File: src/rtl/filter_capture_ctrl.sv
// Filter capture sequencer: skip N samples, write a window to the test RAM, stream it back out.
// Latency: write visible 1 cycle after filter_valid; each readout word takes 3 cycles (addr, latch, hold).
// Backpressure: rd_data/rd_valid held in RD_HOLD until rd_ready; abort cancels from any busy state.
module filter_capture_ctrl #(
  parameter int SIZE_FILTER_DATA   = 16,
  parameter int SIZE_DELAY         = 7,
  parameter int SIZE_TEST_RAM_ADDR = 7,
  // Must not exceed SIZE_FILTER_DATA; the ramp is zero-extended into the RAM word.
  parameter int SIZE_TEST_COUNTER  = 16
) (
  input  logic                          i_clk,
  input  logic                          i_reset_n,
  input  logic                          i_trig,
  input  logic                          i_abort,
  input  logic [SIZE_DELAY-1:0]         i_delay,
  input  logic [SIZE_TEST_RAM_ADDR-1:0] i_length,
  input  logic                          i_test_mode,
  input  logic [SIZE_FILTER_DATA-1:0]   i_filter_data,
  input  logic                          i_filter_valid,
  output logic                          o_ram_we,
  output logic [SIZE_TEST_RAM_ADDR-1:0] o_ram_addr,
  output logic [SIZE_FILTER_DATA-1:0]   o_ram_wdata,
  input  logic [SIZE_FILTER_DATA-1:0]   i_ram_rdata,
  output logic [SIZE_FILTER_DATA-1:0]   o_rd_data,
  output logic                          o_rd_valid,
  input  logic                          i_rd_ready,
  output logic                          o_busy,
  output logic                          o_done,
  output logic                          o_trig_lost
);

  typedef enum logic [2:0] {
    S_IDLE     = 3'd0,
    S_DELAY    = 3'd1,
    S_CAPTURE  = 3'd2,
    S_WR_LAST  = 3'd3,
    S_RD_ADDR  = 3'd4,
    S_RD_LATCH = 3'd5,
    S_RD_HOLD  = 3'd6
  } state_t;

  localparam logic [SIZE_TEST_RAM_ADDR-1:0] ADDR_ONE  = 1;
  localparam logic [SIZE_DELAY-1:0]         DELAY_ONE = 1;
  localparam logic [SIZE_TEST_COUNTER-1:0]  TCNT_ONE  = 1;

  state_t                        r_state;
  logic [SIZE_DELAY-1:0]         r_delay_cnt;
  logic [SIZE_TEST_RAM_ADDR-1:0] r_length;
  logic                          r_test_mode;
  logic [SIZE_TEST_RAM_ADDR-1:0] r_wr_ptr;
  logic [SIZE_TEST_RAM_ADDR-1:0] r_rd_ptr;
  logic [SIZE_TEST_COUNTER-1:0]  r_tcnt;
  logic                          r_ram_we;
  logic [SIZE_TEST_RAM_ADDR-1:0] r_ram_addr;
  logic [SIZE_FILTER_DATA-1:0]   r_ram_wdata;
  logic [SIZE_FILTER_DATA-1:0]   r_rd_data;
  logic                          r_rd_valid;
  logic                          r_done;
  logic                          r_trig_lost;
  logic [SIZE_FILTER_DATA-1:0]   w_capture_data;

  // Sample source for the RAM write: live filter output or the zero-extended test ramp.
  assign w_capture_data = r_test_mode ? SIZE_FILTER_DATA'(r_tcnt) : i_filter_data;

  // Sequencer: all RAM and readout outputs are registered here.
  always_ff @(posedge i_clk or negedge i_reset_n) begin
    if (!i_reset_n) begin
      r_state     <= S_IDLE;
      r_delay_cnt <= '0;
      r_length    <= '0;
      r_test_mode <= 1'b0;
      r_wr_ptr    <= '0;
      r_rd_ptr    <= '0;
      r_tcnt      <= '0;
      r_ram_we    <= 1'b0;
      r_ram_addr  <= '0;
      r_ram_wdata <= '0;
      r_rd_data   <= '0;
      r_rd_valid  <= 1'b0;
      r_done      <= 1'b0;
      r_trig_lost <= 1'b0;
    end else begin
      r_done      <= 1'b0;
      // A trig seen in any busy state is dropped and reported, even alongside abort.
      r_trig_lost <= i_trig && (r_state != S_IDLE);

      if (i_abort && (r_state != S_IDLE)) begin
        // Abort wins over everything else; RAM contents are left as-is.
        r_state    <= S_IDLE;
        r_ram_we   <= 1'b0;
        r_rd_valid <= 1'b0;
      end else begin
        case (r_state)
          S_IDLE: begin
            r_ram_we <= 1'b0;
            if (i_trig && !i_abort) begin
              r_delay_cnt <= i_delay;
              r_length    <= i_length;
              r_test_mode <= i_test_mode;
              r_wr_ptr    <= '0;
              r_rd_ptr    <= '0;
              r_tcnt      <= '0;
              // A filter_valid in the trig cycle is intentionally not consumed.
              r_state     <= (i_delay == '0) ? S_CAPTURE : S_DELAY;
            end
          end

          S_DELAY: begin
            if (i_filter_valid) begin
              r_delay_cnt <= r_delay_cnt - DELAY_ONE;
              // The sample taking the count to zero is still a skipped one.
              if (r_delay_cnt == DELAY_ONE) begin
                r_state <= S_CAPTURE;
              end
            end
          end

          S_CAPTURE: begin
            r_ram_we <= i_filter_valid;
            if (i_filter_valid) begin
              r_ram_addr  <= r_wr_ptr;
              r_ram_wdata <= w_capture_data;
              r_tcnt      <= r_tcnt + TCNT_ONE;
              if (r_wr_ptr == r_length) begin
                r_state <= S_WR_LAST;
              end else begin
                r_wr_ptr <= r_wr_ptr + ADDR_ONE;
              end
            end
          end

          S_WR_LAST: begin
            // Final write lands this cycle; read address is set up for the next.
            r_ram_we   <= 1'b0;
            r_ram_addr <= r_rd_ptr;
            r_state    <= S_RD_ADDR;
          end

          S_RD_ADDR: begin
            r_state <= S_RD_LATCH;
          end

          S_RD_LATCH: begin
            r_rd_data  <= i_ram_rdata;
            r_rd_valid <= 1'b1;
            r_state    <= S_RD_HOLD;
          end

          S_RD_HOLD: begin
            if (i_rd_ready) begin
              r_rd_valid <= 1'b0;
              if (r_rd_ptr == r_length) begin
                r_done  <= 1'b1;
                r_state <= S_IDLE;
              end else begin
                r_rd_ptr   <= r_rd_ptr + ADDR_ONE;
                r_ram_addr <= r_rd_ptr + ADDR_ONE;
                r_state    <= S_RD_ADDR;
              end
            end
          end

          default: begin
            r_state    <= S_IDLE;
            r_ram_we   <= 1'b0;
            r_rd_valid <= 1'b0;
          end
        endcase
      end
    end
  end

  assign o_ram_we    = r_ram_we;
  assign o_ram_addr  = r_ram_addr;
  assign o_ram_wdata = r_ram_wdata;
  assign o_rd_data   = r_rd_data;
  assign o_rd_valid  = r_rd_valid;
  assign o_busy      = (r_state != S_IDLE);
  assign o_done      = r_done;
  assign o_trig_lost = r_trig_lost;

endmodule

File: config.mk
export PLATFORM = sky130hd
export DESIGN_NAME = filter_capture_ctrl
export DESIGN_NICKNAME = d
export VERILOG_FILES = /design/src/rtl/filter_capture_ctrl.sv
export SDC_FILE = /design/constraint.sdc
export NUM_CORES = 1
export LEC_CHECK = 0
export ABC_AREA = 1
export CAP_MARGIN = 20
export CORE_ASPECT_RATIO = 0.8
export CORE_MARGIN = 2
export CORE_UTILIZATION = 52
export CTS_CLUSTER_SIZE = 24
export DETAILED_ROUTE_END_ITERATION = 10
export PLACE_DENSITY = 0.78
export SYNTH_ARGS = -nofsm -noshare
export SYNTH_HDL_FRONTEND = slang
export SYNTH_SLANG_ARGS = --single-unit
File: constraint.sdc
create_clock -name i_clk -period 2.1 [get_ports i_clk]
set_input_delay 0.42 -clock i_clk [delete_from_list [all_inputs] [get_ports i_clk]]
set_output_delay 0.42 -clock i_clk [all_outputs]
set_load 0.05 [all_outputs]
==> flow_metrics.py <==
metrics = {
    "global_route": {
        "grt_pass1_wl_mm": 23.0,
        "antenna_found_initial": 0,
        "first_global_vias": 4687,
        "grt_remaining_overflow": 0,
        "grt_max_degree": 34,
        "grt.total_usage": 0.279,
    },
    "logic_synthesis": {
        "synth_area_leaders": "dfrtp_1, nand2_1, nand3_1, inv_1, nor2_1",
        "synthesis.area_mm2": 0.00500,
        "yosysSeqAreaShare": 0.455,
        "synthArstFlopShare": 1.00,
        "synth_edf_count": 0,
        "synth_top_area_frac": 0.455,
        "ys_ff_latch": 91,
        "ys_warn_count": 0,
        "synth_flop_cell": "dfrtp_1",
        "synth_cell_types": 41,
        "syn_nets": 692,
        "synth_most_common_cell": "nand2_1",
        "ys_top_cells_by_count": "nand2_1, dfrtp_1, inv_1",
        "synthCells": 634,
        "synth_top_area_cell": "dfrtp_1",
        "syn_area_per_cell_um2": 7.89,
    },
    "timing": {
        "fin_crit_sh": 0.935,
        "tightestPinTransition_ns": 0.553,
        "setup-violations-final": 0,
        "timing_hold_violations_final": 0,
        "skew_ns": 0.00549,
        "maxSlewHeadroom": 0.630,
        "fmax_mhz": 509,
        "setup_tns_ns": 0,
        "drv_slew": 0,
        "period_minus_slack_ns": 1.96,
        "setup_slack_ns": 0.137,
        "grt_setup_unrepaired": "false",
    },
    "critical_path": {
        "critPathSlowestCell": "clkdlybuf4s50_1",
        "slowest_delay_ns": 0.82,
        "path_buf_inv": 1,
        "path_max_fanout": 2,
        "cp_top_family": "buffers and inverters",
        "start_kind": "flip-flop",
        "worstSetupEndpointType": "output port",
        "required_ns": 1.68,
        "worstSetupPathType": "reg -> out",
        "path_cells": "clkdlybuf4s50_1",
        "worstPathArrival_ns": 1.54,
    },
    "layout": {
        "antennaDiodeCount": 0,
        "multiInputGateArea_mm2": 0.00236,
        "seqCellArea_mm2": 0.00228,
        "layout-drive-gt1-share": 0.102,
        "nets": 795,
        "nFillCells": 764,
        "layout-area-overhead-vs-synth_pct": 28.9,
    },
    "placement": {
        "dp_hpwl_mm": 10.5,
        "port_buffers": 96,
        "globalplace.congestion": 0.901,
        "pre_cts_slack_ns": 0.0349,
    },
    "run": {
        "max-cap-violations": 0,
    },
    "cts": {
        "cts-htree-levels": 3,
        "postCtsSetupRepairBufs": 0,
        "root_buffer": "clkbuf_16",
        "clk_path_buf_depth": 2,
        "clkSlewWorstSetupHoldPaths_ns": 0.07,
        "cts_tree": "built",
        "cts_hold_buf": 0,
        "insertion_delay_ns": 0.34,
        "cts_resized": 0,
        "cts_made_buffers": 9,
        "cts.sinks": 91,
    },
    "detailed_routing": {
        "wire_per_inst_um": 16.1,
        "drc_errors": 0,
        "drtIter0Drc": 328,
        "num_vias": 4696,
        "via_per_inst": 5.48,
        "drt-pass1-iter-count": 6,
        "ant_nets": 0,
        "wirelength_mm": 13.8,
    },
    "floorplanning": {
        "die_area_mm2": 0.0104,
        "die_y_um": 91.7,
        "num_rows": 31,
        "floorplan.initialDensity": 0.544,
        "die_x_um": 114,
        "core_mm2": 0.00919,
        "ios": 97,
    },
    "status": {
        "status": "finished clean",
    },
    "hold_path": {
        "worstHoldPathType": "in -> async",
    },
    "power_and_ir_drop": {
        "p_per_area_mw_per_mm2": 1380,
        "p_leak_nw": 3.00,
        "ir_drop_v": 0.000967,
    },
}
==> sequential cells by signal, indices dropped and copies added (netlist names) <==
| register | cells |
|---|---|
| o_done | 1 |
| o_ram_addr | 7 |
| o_ram_wdata | 16 |
| o_ram_we | 1 |
| o_rd_data | 16 |
| o_rd_valid | 1 |
| o_trig_lost | 1 |
| r_delay_cnt | 7 |
| r_length | 7 |
| r_rd_ptr | 7 |
| r_state | 3 |
| r_tcnt | 16 |
| r_test_mode | 1 |
| r_wr_ptr | 7 |
==> placed cells by master (no fill, tap or decap), drive strengths merged, types with 2 or more instances in the layout <==
cell type	n
nand2	172
clkdlybuf4s50	94
dfrtp	91
inv	74
o21ai	72
nor2	62
nand3	56
a21oi	24
mux2	17
buf	14
clkbuf	9
nor3	9
nand4	8
xor2	7
o221ai	5
ha	5
o211ai	3
a211oi	3
nor3b	2
xnor2	2
o22ai	2
or2	2
bufinv	2
clkinv	2
==> layer usage <==
metal / track usage / routed length, µm / up-vias
met4: 0.0640 / 118 / 0
met5: 0 / 0 / -
met1: 0.405 / 6540 / 2217
met2: 0.411 / 5970 / 178
met3: 0.0833 / 1150 / 12
li1: - / - / 2289
==> where the power goes <==
| group | leakage (nW) | internal (mW) | total [mW] | switching, mW |
|---|---|---|---|---|
| sequential | 1.20 | 2.28 | 2.71 | 0.431 |
| combinational | 1.65 | 1.45 | 4.39 | 2.94 |
| clock | 0.156 | 1.05 | 1.78 | 0.728 |
==> layout make-up <==
cell class / count / share of cell area
multi-input combinational: 455 / 0.366
sequential: 91 / 0.353
timing repair buffer: 108 / 0.166
inverter: 72 / 0.0423
clock buffer: 9 / 0.0349
tap: 115 / 0.0223
clock inverter: 7 / 0.0153
==> cells by family after synthesis <==
kind of cell / Yosys count / share of synthesized area
AND/OR/NAND/NOR: 311 / 0.276
AO/OA/AOI/OAI: 113 / 0.128
flip-flops: 91 / 0.455
buffers and inverters: 88 / 0.0736
multiplexers: 17 / 0.0383
XOR/XNOR: 9 / 0.0158
adder cells (fa/ha/maj): 5 / 0.0125
==> per-stage QoR <==
step                      utilization  hold slack [ns]  power [mW]  cells  cell area [µm²]
after detailed placement        0.666            0.413        7.09    841             6120
after floorplan                     -            0.124        5.68    634             5000
after global routing            0.701           0.0599        9.43    857             6450
after global placement          0.666            0.407        7.00    841             6120
final                           0.701           0.0355        8.88    857             6450
after CTS                       0.701           0.0486        8.90    857             6440
==> path summary, 6_finish.rpt <==
path,start,end,slack [ns],depth (start not counted)
worst min-delay path,i_reset_n,r_rd_ptr[3],0.04,1
worst min register to register,o_ram_addr[2],o_ram_addr[2],0.48,2
max in group asynchronous,i_reset_n,o_rd_data[4],1.44,2
worst max register to register,r_state[0],o_ram_addr[4],0.21,10
min in group i_clk,o_ram_addr[2],o_ram_addr[2],0.48,2
worst max-delay path,o_ram_addr[5],o_ram_addr[5],0.14,1
Power figures use the tool's default switching activity.
